**src/rtl/soc_bus_fabric.sv**
```systemverilog
// CPU-to-slave interconnect: windowed address decode, per-slave wait states,
// optional byte-swap lanes, delayed read mux and sticky unmapped-access trap.
module soc_bus_fabric #(
  parameter int                 NSLV          = 3,
  parameter logic [NSLV*32-1:0] SLV_BASE      = {32'hE1000000, 32'h40000000, 32'h00000000},
  parameter logic [NSLV*32-1:0] SLV_MASK      = {32'hFF000000, 32'hF0000000, 32'hF0000000},
  parameter logic [NSLV*4-1:0]  SLV_WAIT      = {4'd1, 4'd2, 4'd0},
  parameter logic [NSLV-1:0]    SLV_SWAP      = 3'b100,
  parameter logic [31:0]        UNMAPPED_DATA = 32'hDEADBEEF
) (
  input  logic                 clk_i,
  input  logic                 rst_i,
  input  logic                 cpu_req_i,
  input  logic [31:0]          cpu_addr_i,
  input  logic [31:0]          cpu_data_i,
  input  logic [3:0]           cpu_we_i,
  output logic [31:0]          cpu_data_o,
  output logic                 cpu_stall_o,
  output logic [NSLV-1:0]      slv_sel_o,
  output logic [31:0]          slv_addr_o,
  output logic [31:0]          slv_data_o,
  output logic [3:0]           slv_we_o,
  input  logic [NSLV*32-1:0]   slv_data_i,
  input  logic                 err_clr_i,
  output logic                 err_irq_o,
  output logic [31:0]          err_addr_o
);

  typedef enum logic [1:0] {S_IDLE, S_WAIT, S_RELEASE} state_t;

  state_t           state, state_nxt;
  logic [3:0]       cnt, cnt_nxt;
  logic             stall;
  logic [NSLV-1:0]  hit, hit_dly, rd_hit;
  logic             mapped, win_swap;
  logic [3:0]       win_wait;
  logic             unmapped;

  function automatic logic [31:0] bswap(input logic [31:0] d);
    return {d[7:0], d[15:8], d[23:16], d[31:24]};
  endfunction

  // Descending scan so the lowest matching index is the last one written.
  always_comb begin
    hit       = '0;
    slv_sel_o = '0;
    win_wait  = 4'd0;
    win_swap  = 1'b0;
    for (int k = 0; k < NSLV; k++)
      hit[k] = cpu_req_i && ((cpu_addr_i & SLV_MASK[32*k +: 32]) == SLV_BASE[32*k +: 32]);
    for (int k = NSLV - 1; k >= 0; k--) begin
      if (hit[k]) begin
        slv_sel_o    = '0;
        slv_sel_o[k] = 1'b1;
        win_wait     = SLV_WAIT[4*k +: 4];
        win_swap     = SLV_SWAP[k];
      end
    end
  end

  assign mapped   = |hit;
  assign unmapped = cpu_req_i && !mapped;

  always_comb begin
    state_nxt = state;
    cnt_nxt   = cnt;
    stall     = 1'b0;
    case (state)
      S_IDLE: begin
        if (mapped && (win_wait != 4'd0)) begin
          stall     = 1'b1;
          cnt_nxt   = win_wait - 4'd1;
          state_nxt = (win_wait == 4'd1) ? S_RELEASE : S_WAIT;
        end
      end
      S_WAIT: begin
        stall   = 1'b1;
        cnt_nxt = cnt - 4'd1;
        if (cnt == 4'd1)
          state_nxt = S_RELEASE;
      end
      S_RELEASE: state_nxt = S_IDLE;
      default:   state_nxt = S_IDLE;
    endcase
  end

  always_ff @(posedge clk_i or posedge rst_i) begin
    if (rst_i) begin
      state   <= S_IDLE;
      cnt     <= 4'd0;
      hit_dly <= '0;
    end else begin
      state <= state_nxt;
      cnt   <= cnt_nxt;
      if (!stall)
        hit_dly <= hit;
    end
  end

  // Reset gates the stall and strobe directly so an aborted access never writes.
  assign cpu_stall_o = stall && !rst_i;
  assign slv_we_o    = (mapped && !stall && !rst_i) ? cpu_we_i : 4'b0;
  assign slv_addr_o  = cpu_addr_i;
  assign slv_data_o  = win_swap ? bswap(cpu_data_i) : cpu_data_i;

  // Current hit or last cycle's hit selects the source, covering 1-cycle slaves.
  assign rd_hit = hit | hit_dly;
  always_comb begin
    cpu_data_o = UNMAPPED_DATA;
    for (int k = NSLV - 1; k >= 0; k--) begin
      if (rd_hit[k])
        cpu_data_o = SLV_SWAP[k] ? bswap(slv_data_i[32*k +: 32]) : slv_data_i[32*k +: 32];
    end
  end

  always_ff @(posedge clk_i or posedge rst_i) begin
    if (rst_i) begin
      err_irq_o  <= 1'b0;
      err_addr_o <= 32'd0;
    end else if (unmapped) begin
      err_irq_o <= 1'b1;
      if (!err_irq_o || err_clr_i)
        err_addr_o <= cpu_addr_i;
    end else if (err_clr_i) begin
      err_irq_o  <= 1'b0;
      err_addr_o <= 32'd0;
    end
  end

endmodule

```
**config.mk**
```make
export PLATFORM = sky130hd
export DESIGN_NAME = soc_bus_fabric
export DESIGN_NICKNAME = d
export VERILOG_FILES = /design/src/rtl/soc_bus_fabric.sv
export SDC_FILE = /design/constraint.sdc
export NUM_CORES = 1
export LEC_CHECK = 0
export CORE_AREA = 4 4 116 118
export DETAILED_ROUTE_END_ITERATION = 10
export DIE_AREA = 0 0 120 122
export GPL_TIMING_DRIVEN = 0
export HOLD_SLACK_MARGIN = 0.02
export PLACE_DENSITY = 0.68
export SLEW_MARGIN = 30
export SYNTH_ARGS = -nofsm -noshare
export SYNTH_HDL_FRONTEND = slang
export SYNTH_SLANG_ARGS = --single-unit
export TNS_END_PERCENT = 1
```
**constraint.sdc**
```tcl
create_clock -name clk_i -period 3.5 [get_ports clk_i]
set_clock_uncertainty 0.2 [all_clocks]
set_input_delay 0.35 -clock clk_i [delete_from_list [all_inputs] [get_ports clk_i]]
set_output_delay 0.35 -clock clk_i [all_outputs]
set_load 0.02 [all_outputs]
```
# ---- After elaboration in Yosys (flattened, before gate mapping)
# Cells that the tools add are included.
dict set report classes {
  add_sub_neg 2
  n_mul 0
  div 0
  n_lt_le_gt_ge 0
  eq_ne 8
  shift 0
  muxes 27
  n_bitwise 1
  reduce_logical 22
}
# cell count
set op_table {}
lappend op_table {{32-bit 2-to-1 mux} 7}
lappend op_table {{32-bit logical NOT} 1}
lappend op_table {{4-bit 2-to-1 mux} 3}
lappend op_table {{3-bit 2-to-1 mux} 3}
lappend op_table {{4-bit by 1-bit equality test with 1-bit output (second input constant)} 2}
lappend op_table {{8-bit equality test (second input constant)} 1}
lappend op_table {{1-bit logical AND} 8}
lappend op_table {{2-bit 2-to-1 mux} 4}
lappend op_table {{4-bit case mux with 2 select lines} 1}
lappend op_table {{4-bit by 1-bit subtractor with 4-bit output (second input constant)} 2}
lappend op_table {{1-bit 2-to-1 mux} 7}
lappend op_table {{2-bit AND reduction} 3}
lappend op_table {{4-bit by 3-bit equality test with 1-bit output (second input constant)} 1}
lappend op_table {{1-bit logical NOT} 4}
lappend op_table {{2-bit inequality test (second input constant)} 2}
lappend op_table {{2-bit case mux with 2 select lines} 1}
lappend op_table {{2-bit nonzero test} 2}
lappend op_table {{4-bit nonzero test} 1}
lappend op_table {{3-bit OR} 1}
lappend op_table {{3-bit OR reduction} 1}
lappend op_table {{2-bit by 1-bit equality test with 1-bit output (second input constant)} 1}
lappend op_table {{2-bit logical NOT} 1}
lappend op_table {{2-bit by 1-bit inequality test with 1-bit output (second input constant)} 1}
lappend op_table {{1-bit case mux with 2 select lines} 1}
lappend op_table {{1-bit logical OR} 1}
dict set report word_totals {
  regBits 42
  latch_bits 0
  mem_bits_rw 0
  romBits 0
  input_bits 168
  out_inout_bits 137
  memories 0
}

# ---- Logic depth before layout (Yosys ltp)
dict set report logic_depth {
  word_depth 13
  ltp_mapped 10
}

# ---- Least setup slack after synthesis
# No wires, ideal clock.
dict set report synth_path {
  path_kind {input-to-output}
  startpoint {in cpu_addr_i[26]}
  endpoint {out cpu_stall_o}
  t_arrival_ns 2.587
  slack_ns 0.363
  path_stages 10
  n_path_buf 2
  cell_sequence {nand4bb_1 > nor3_1 > buf_4 > buf_4 > inv_1 > ha_1 > or3b_2 > a21oi_1 > o31ai_2 > nor2_1}
}
dict set report synth_between {
  elab_chain_cells 10
}
# item line
set synth_rtl {}
lappend synth_rtl {{start: declaration} 14} ;# input logic [31:0] cpu_addr_i,
lappend synth_rtl {{8-bit equality test (*)} 50} ;# hit[k] = cpu_req_i && ((cpu_addr_i & SLV_MASK[32*k +: 32]) == SLV_BASE[32*k +: 32]);
lappend synth_rtl {{1-bit logical AND (*)} 50}
lappend synth_rtl {{1-bit 2-to-1 mux} 52} ;# if (hit[k]) begin
lappend synth_rtl {{2-bit 2-to-1 mux} 52}
lappend synth_rtl {{4-bit 2-to-1 mux} 52}
lappend synth_rtl {{4-bit nonzero test} 70} ;# if (mapped && (win_wait != 4'd0)) begin
lappend synth_rtl {{1-bit logical AND (*)} 70}
lappend synth_rtl {{1-bit 2-to-1 mux (*)} 70}
lappend synth_rtl {{1-bit case mux with 2 select lines (*)} 68} ;# case (state)
lappend synth_rtl {{1-bit logical AND (*)} 101} ;# assign cpu_stall_o = stall && !rst_i;
lappend synth_rtl {{end: declaration} 18} ;# output logic cpu_stall_o,
# Mark *: on every way between the ends. The rest lies on a longest branch, timed or not.

# ---- Worst setup path in the final report
dict set report layout_path {
  startpoint {in cpu_addr_i[28]}
  endpoint {out slv_we_o[0]}
}
dict set report layout_between {
  elab_chain_cells 13
}
# item line
set layout_rtl {}
lappend layout_rtl {{8-bit equality test} 50}
lappend layout_rtl {{1-bit logical AND} 50}
lappend layout_rtl {{1-bit 2-to-1 mux} 52}
lappend layout_rtl {{2-bit 2-to-1 mux} 52}
lappend layout_rtl {{4-bit 2-to-1 mux} 52}
lappend layout_rtl {{4-bit nonzero test} 70}
lappend layout_rtl {{1-bit logical AND} 70}
lappend layout_rtl {{1-bit 2-to-1 mux} 70}
lappend layout_rtl {{1-bit case mux with 2 select lines} 68}
lappend layout_rtl {{1-bit logical NOT} 102} ;# assign slv_we_o = (mapped && !stall && !rst_i) ? cpu_we_i : 4'b0;
lappend layout_rtl {{1-bit logical AND (*) (2 in series)} 102}
lappend layout_rtl {{4-bit 2-to-1 mux (*)} 102}
lappend layout_rtl {{end: declaration} 22} ;# output logic [3:0] slv_we_o,
# Marks and branches as above.

==> results.sh <==
export IMPL_status="finished, final reports clean"
export IMPL_sw_frac_of_total_pct=29.67
export IMPL_start_util_pct=25.24
export IMPL_overflow=0
export IMPL_synth_fp_nets=471
export IMPL_ys_top_cells_by_area="dfrtp_1 (33%), mux2_2 (13%), buf_4 (9.1%)"
export IMPL_fin_setup_tns_ns=0
export IMPL_syn_to_final_growth_pct=112.8
export IMPL_antenna_cells=0
export IMPL_antenna_found_initial=0
export IMPL_worstPathRequired_ns=2.95
export IMPL_start_kind="input port"
export IMPL_instances_no_fill=788
export IMPL_crit_type="input port to primary output"
export IMPL_synth_seq_cells=42
export IMPL_place_ws_ns=-1.205
export IMPL_cts_clk_slew_worst_paths_ns=0.06
export IMPL_synthXorXnorAreaFrac_pct=0
export IMPL_maxSlewViolCount=0
export IMPL_dp_hpwl_microns=11900
export IMPL_yosys_area_top_type_share_pct=33.40
export IMPL_layout_nets=787
export IMPL_wire_per_inst_microns=17.78
export IMPL_combPwrFrac_pct=41.2
export IMPL_p_int_uw=1339
export IMPL_clock_path_buffers=2
export IMPL_grt_pass1_wl_microns=20710
export IMPL_wl_microns=14010
export IMPL_clockRootBuffer="clkbuf_16"
export IMPL_clock_sinks=42
export IMPL_place_area_sq_um=6434
export IMPL_drt_first_pass_iters=4
export IMPL_port_buffers=304
export IMPL_critPathCaptureType="primary output"
export IMPL_worstMarginPinSlew_ns=0.6812
export IMPL_drive_above_1_share_pct=23.21
export IMPL_antenna_left=0
export IMPL_fin_area_sq_um=6696
export IMPL_synth_area_sq_um=3147
export IMPL_yosysUniqueCellTypes=42
export IMPL_synthMuxAreaShare_pct=13.84
export IMPL_ys_top_cells_by_count="dfrtp_1 (42), buf_4 (38), mux2_2 (36)"
export IMPL_grt_max_degree=24
export IMPL_hold_buffers=0
export IMPL_num_io_pins=305
export IMPL_power_leakage_uw=0.002714
export IMPL_drt_iter0_drc=158
export IMPL_clkPwrFrac_pct=27.4
export IMPL_avgSynthCellArea_sq_um=10.52
export IMPL_synth_async_sr_flop_share_pct=100.0
export IMPL_grt_pass1_vias=3887
export IMPL_finalCritPeriodShare_pct=96.45
export IMPL_viasPerCell=4.690
export IMPL_synth_edff_count=0
export IMPL_min_path_type="input port to register"
export IMPL_hold_viol_final=0
export IMPL_rsz0062_at_grt="no"
export IMPL_dpl_cell_count=776
export IMPL_grtUsageTotal_pct=17.78
export IMPL_synth_warnings=0
export IMPL_worst_slack_ns=0.1243
export IMPL_die_area_sq_um=14640
export IMPL_p_per_area_nw_per_um2=284.2
export IMPL_gp_congestion=0.8408
export IMPL_yosys_area_share_adder_pct=1.590
export IMPL_peakVddDrop_uv=215.7
export IMPL_synth_ff_type="dfrtp_1"
export IMPL_drv_cap=0
export IMPL_yosysSeqAreaShare_pct=33.40
export IMPL_whs_ns=0.2460
export IMPL_cts_tree="built"
export IMPL_die_h_microns=122
export IMPL_path_max_fanout=7
export IMPL_numCtsBuffers=5
export IMPL_cts_max_level=2
export IMPL_min_period_ns=3.376
export IMPL_drc_errors=0
export IMPL_relSlewSlack_pct=54.31
export IMPL_vias=3696
export IMPL_clk_latency_ns=0.28
export IMPL_synth_most_common_cell="dfrtp_1"
export IMPL_synth_top_area_cell="dfrtp_1"
export IMPL_setup_violations=0
export IMPL_synth_top_family_by_area="compound AO/OA/AOI/OAI gates"
export IMPL_p_switching_uw=564.8
export IMPL_core_rowCount=41
export IMPL_core_sq_um=12470
export IMPL_synth_simple_area_share_pct=13.40
export IMPL_p_seq_share_pct=31.4
export IMPL_max_clock_freq_mhz=296.2
export IMPL_critical_path_arrival_ns=2.83
export IMPL_synth_compound_area_share_pct=24.81
export IMPL_die_x_microns=120
export IMPL_syn_inst=299
## metrics by stage
step | util (%) | total power (uW)
finish | 53.72 | 1903
global route | 53.72 | 1995
CTS | 53.78 | 1917
detailed placement | 51.61 | 1388
global placement | 51.38 | 1366
floorplan | - | 936.0
## cell type report
class                      instances  area [sq um]
tap                              172         215.2
sequential                        42          1051
timing repair buffer             310          3108
inverter                           9         33.78
multi-input combinational        195          1744
buffer                            52         374.1
clock buffer                       5         125.1
fill                            1137          5769
clock inverter                     3         45.04
## registers in the layout, indices dropped and copies added (netlist names)
register,count
cnt,4
err_addr_o,32
err_irq_o,1
hit_dly,3
state,2
## metal layers
layer	part of all wire (%)	global-route usage, %	vias to the layer above
met2	52	32.00	178
met4	1.1	3.722	0
met1	39	21.33	1770
met5	0	0	-
li1	-	-	1738
met3	7.7	4.735	10
## timing repair
action | 4_1_cts | 5_1_grt
cloned | 1 | 0
setup buffers | 4 | 0
pin swaps | 2 | 0
resized for setup | 28 | 6
setup endpoints to repair | 57 | 5
## cells in the final DEF (no fill, tap or decap), types with 5 or more instances in the layout
| master | synthesis | routed |
|---|---|---|
| clkdlybuf4s50_1 | 0 | 290 |
| mux2_2 | 36 | 36 |
| clkbuf_16 | 0 | 5 |
| o221a_1 | 20 | 20 |
| inv_1 | 9 | 8 |
| a22o_1 | 32 | 32 |
| buf_2 | 8 | 8 |
| dlygate4sd2_1 | 0 | 9 |
| or2_2 | 26 | 26 |
| nor2b_1 | 9 | 9 |
| buf_4 | 38 | 40 |
| a221o_1 | 8 | 8 |
| dfrtp_1 | 42 | 42 |
| nor2_1 | 9 | 9 |
## worst paths after layout
path,from,endpoint,slack (ns),cells past startpoint
max,cpu_addr_i[28],slv_we_o[0],0.12,11
min,cpu_addr_i[31],err_addr_o[31],0.25,2
max reg2reg,state[0],hit_dly[2],1.70,2
min reg2reg,err_addr_o[28],err_addr_o[28],0.30,1
max in group asynchronous,rst_i,err_addr_o[2],2.33,3
min in group asynchronous,rst_i,err_addr_o[10],0.30,2
## worst max-delay path, stage by stage
cell and delay (ns):
dlygate4sd2_1 0.36, nand2b_4 0.23, nor3_4 0.25, buf_8 0.13, inv_1 0.03, ha_1 0.17
or3b_2 0.50, a21oi_4 0.21, a2111oi_2 0.10, and2_1 0.18, dlygate4sd2_1 0.31
## power groups by stage
| stage | Sequential (uW) | Combinational [uW] | Clock, uW |
|---|---|---|---|
| 5_1_grt | 607 | 834 | 553 |
| 3_5_place_dp | 605 | 783 | 0 |
| 6_report | 598 | 785 | 521 |
| 4_1_cts | 597 | 791 | 529 |
| 2_1_floorplan | 645 | 291 | 0 |
| 3_3_place_gp | 601 | 765 | 0 |
## cell families after synthesis
kind of cell / count (synthesis)
muxes: 39
DFF: 42
buffers and inverters: 62
AOI/OAI and AO/OA: 85
and+or+nand+nor: 67
adders and majority gates: 4
Power figures use the tool's default switching activity.
==> variant: new RTL, same settings <==
The parameter `NSLV` goes from 3 to 5.
--- a/src/rtl/soc_bus_fabric.sv
+++ b/src/rtl/soc_bus_fabric.sv
@@ -1,7 +1,7 @@
 // CPU-to-slave interconnect: windowed address decode, per-slave wait states,
 // optional byte-swap lanes, delayed read mux and sticky unmapped-access trap.
 module soc_bus_fabric #(
-  parameter int                 NSLV          = 3,
+  parameter int                 NSLV          = 5,
   parameter logic [NSLV*32-1:0] SLV_BASE      = {32'hE1000000, 32'h40000000, 32'h00000000},
   parameter logic [NSLV*32-1:0] SLV_MASK      = {32'hFF000000, 32'hF0000000, 32'hF0000000},
   parameter logic [NSLV*4-1:0]  SLV_WAIT      = {4'd1, 4'd2, 4'd0},
Ports: changed (resized slv_data_i and slv_sel_o); port bits go from 305 to 371. The function was not compared with the original's and may differ.
==> variant against the unedited design <==
- clock power up 4%
- highest routed layer unchanged
- synthesized area grew 12%
- sequential cell count rose by 1
- routed wire length up 31%
- first-iteration DRC count up 29%
- design area up 6.8%
- sequential share of layout area shrank 0.65 points
- worst hold slack improved by 0.014 ns
- total power grew 10%
- worst setup slack got worse by 0.023 ns
- largest cell class unchanged
- non-clock buffer count up 17
- via count increased by 17%
==> variant: results (changes against the unedited design) <==
* Status: complete, no violations
* Part of the power in registers at 0.264 (-0.050)
* Post-CTS setup buffer count at 6 (+2)
* CP max stage delay at 0.46 ns (-0.04 ns)
* Mux cell area share after synthesis at 0.105 (-0.0331)
* Routability cong. at 0.893 (+6.2%)
* Top cells by count, synth: o211ai_1, dfrtp_1, buf_4, nand2_1, nor2b_1
* Nets at 981 (+25%)
* Count of input and output buffers at 313 (+3.0%)
* Critical-path maximum fanout at 10 (+3)
* R2R cell count at 3 (+1)
* Diode count at 0 (unchanged)
* Post-DP HPWL at 15100 um (+27%)
* Bufs w/o clock at 379 (+4.7%)
* Top flop regs: err_addr_o: 32 flops, cnt: 4 flops, hit_dly: 4 flops
* Synth Area in Adders at 0.0142 (-0.00168)
* Wire per inst at 20.0 um (+13%)
* # fillers at 1127 (-0.88%)
* Clock insertion delay at the later pin of the skew report at 0.28 ns (about the same)
* Post-Syn Nets at 654 (+39%)
* Register area share after synthesis at 0.306 (-0.0282)
* Placed instance area at 6890 sq um (+7.0%)
* H-tree Lvls at 2 (unchanged)
* CLK BUF at 6 (+1)
* Worst-Margin Slew at 0.572 ns (-0.109 ns)
* Leak at 2.95 nW (+8.7%)
* Comb_multi_in at 291 (+49%)
* Hold Crit Class: input pin to asynchronous set/reset pin
* PostCTS Resize Cnt at 25 (-11%)
* Layout cell share with drive strength beyond 1 at 0.151 (-0.0807)
* First-pass iteration count of the detailed router at 4 (unchanged)
* FFs & Latches at 43 (+2.4%)
* Synth unique cells at 39 (-7.1%)
* Final clock-cell share at 0.0243 (-0.00110)
* Num CTS Buffers at 5 (unchanged)
* Inverters, non-clock at 25 (+16)
* Ys async rst share at 1.00 (unchanged)
* Synth warn at 0 (unchanged)
* Compound-Gate Fraction of Synth Area at 0.188 (-0.0603)
* Global Route Usage Sum at 0.233 (+0.0552)
* Signal buf overhead at 0.499 (-0.0208)
* CP arrival at 2.85 ns (+0.02 ns)
* Cell-internal power at 0.00141 W (+5.6%)
* Multi-input logic area at 2020 sq um (+16%)
* Sw power at 0.000682 W (+21%)
* Sequential share of cell area at 0.150 (-0.00652)
* Slowest cell on crit path: clkdlybuf4s50_1
* GR Overflow Total at 0 (unchanged)
* Largest net degree at the start of global routing at 27 (+13%)
* Vias in the first global route at 4473 (+15%)
* Worst path top cell family by delay: simple AND/OR/NAND/NOR gates
* First-pass GRT wire length at 26200 um (+27%)
* Iteration-0 DRC Markers at 204 (+29%)
* Largest cells by area after synthesis: dfrtp_1, mux2_2, o211ai_1, buf_4, nor2b_1
* Post-synth EDFFs at 0 (unchanged)
* Clk network pwr share at 0.257 (-0.017)
* Worst VDD drop at 0.000309 V (+43%)
* Vias at 4325 (+17%)
* Hold buffer count at CTS at 0 (unchanged)
-- variant: cell types whose count changed in the layout (fill, tap and decap cells not counted), moves of 20 or more --
cell and change:
nor2b_1 +24, nor2_1 +23, o211ai_1 +47, nand3_1 +24
o221a_1 -20, nand2_1 +32, nand2b_1 +24, a22o_1 -32
or2_2 -26
-- variant: per-stage QoR --
step | std cells | util | hold WS [ns] | setup TNS [ns] | setup slack, ns
after floorplan | 418 | - | 0.216 | 0 | 0.661
after global placement | 903 | 0.551 | 0.275 | -9.35 | -1.02
after detailed placement | 904 | 0.552 | 0.277 | -10.37 | -0.997
after CTS | 918 | 0.573 | 0.256 | -0.0170 | -0.0170
after global routing | 918 | 0.574 | 0.295 | -0.00850 | -0.00850
final | 918 | 0.574 | 0.260 | 0 | 0.101
-- variant: final timing paths --
kind                                     start             end  slack [ns]
worst max-delay path            cpu_addr_i[27]     slv_we_o[3]        0.10
worst min-delay path                     rst_i          cnt[1]        0.26
worst max register to register      hit_dly[2]      hit_dly[2]        2.03
worst min register to register      hit_dly[3]      hit_dly[3]        0.29
max in group asynchronous                rst_i  err_addr_o[17]        2.37
min in group clk_i                  hit_dly[3]      hit_dly[3]        0.29
-- variant: kinds of logic after synthesis --
group / after synthesis
compound gates: 86
fa+ha+maj: 4
buf+inv: 84
flops: 43
mux: 33
other cells: 1
simple gates: 167
-- variant: worst reg2reg max path: stages, from the launching register on --
cell and delay (ns):
dfrtp_1 0.57, clkbuf_1 0.44, nand2_1 0.10, o21ai_0 0.09
-- variant: layer usage --
| layer | track usage | wire (um) |
|---|---|---|
| met3 | 0.115 | 2250 |
| met4 | 0.0472 | 286 |
| met2 | 0.377 | 8440 |
| met1 | 0.282 | 7410 |
| met5 | 0 | 0 |
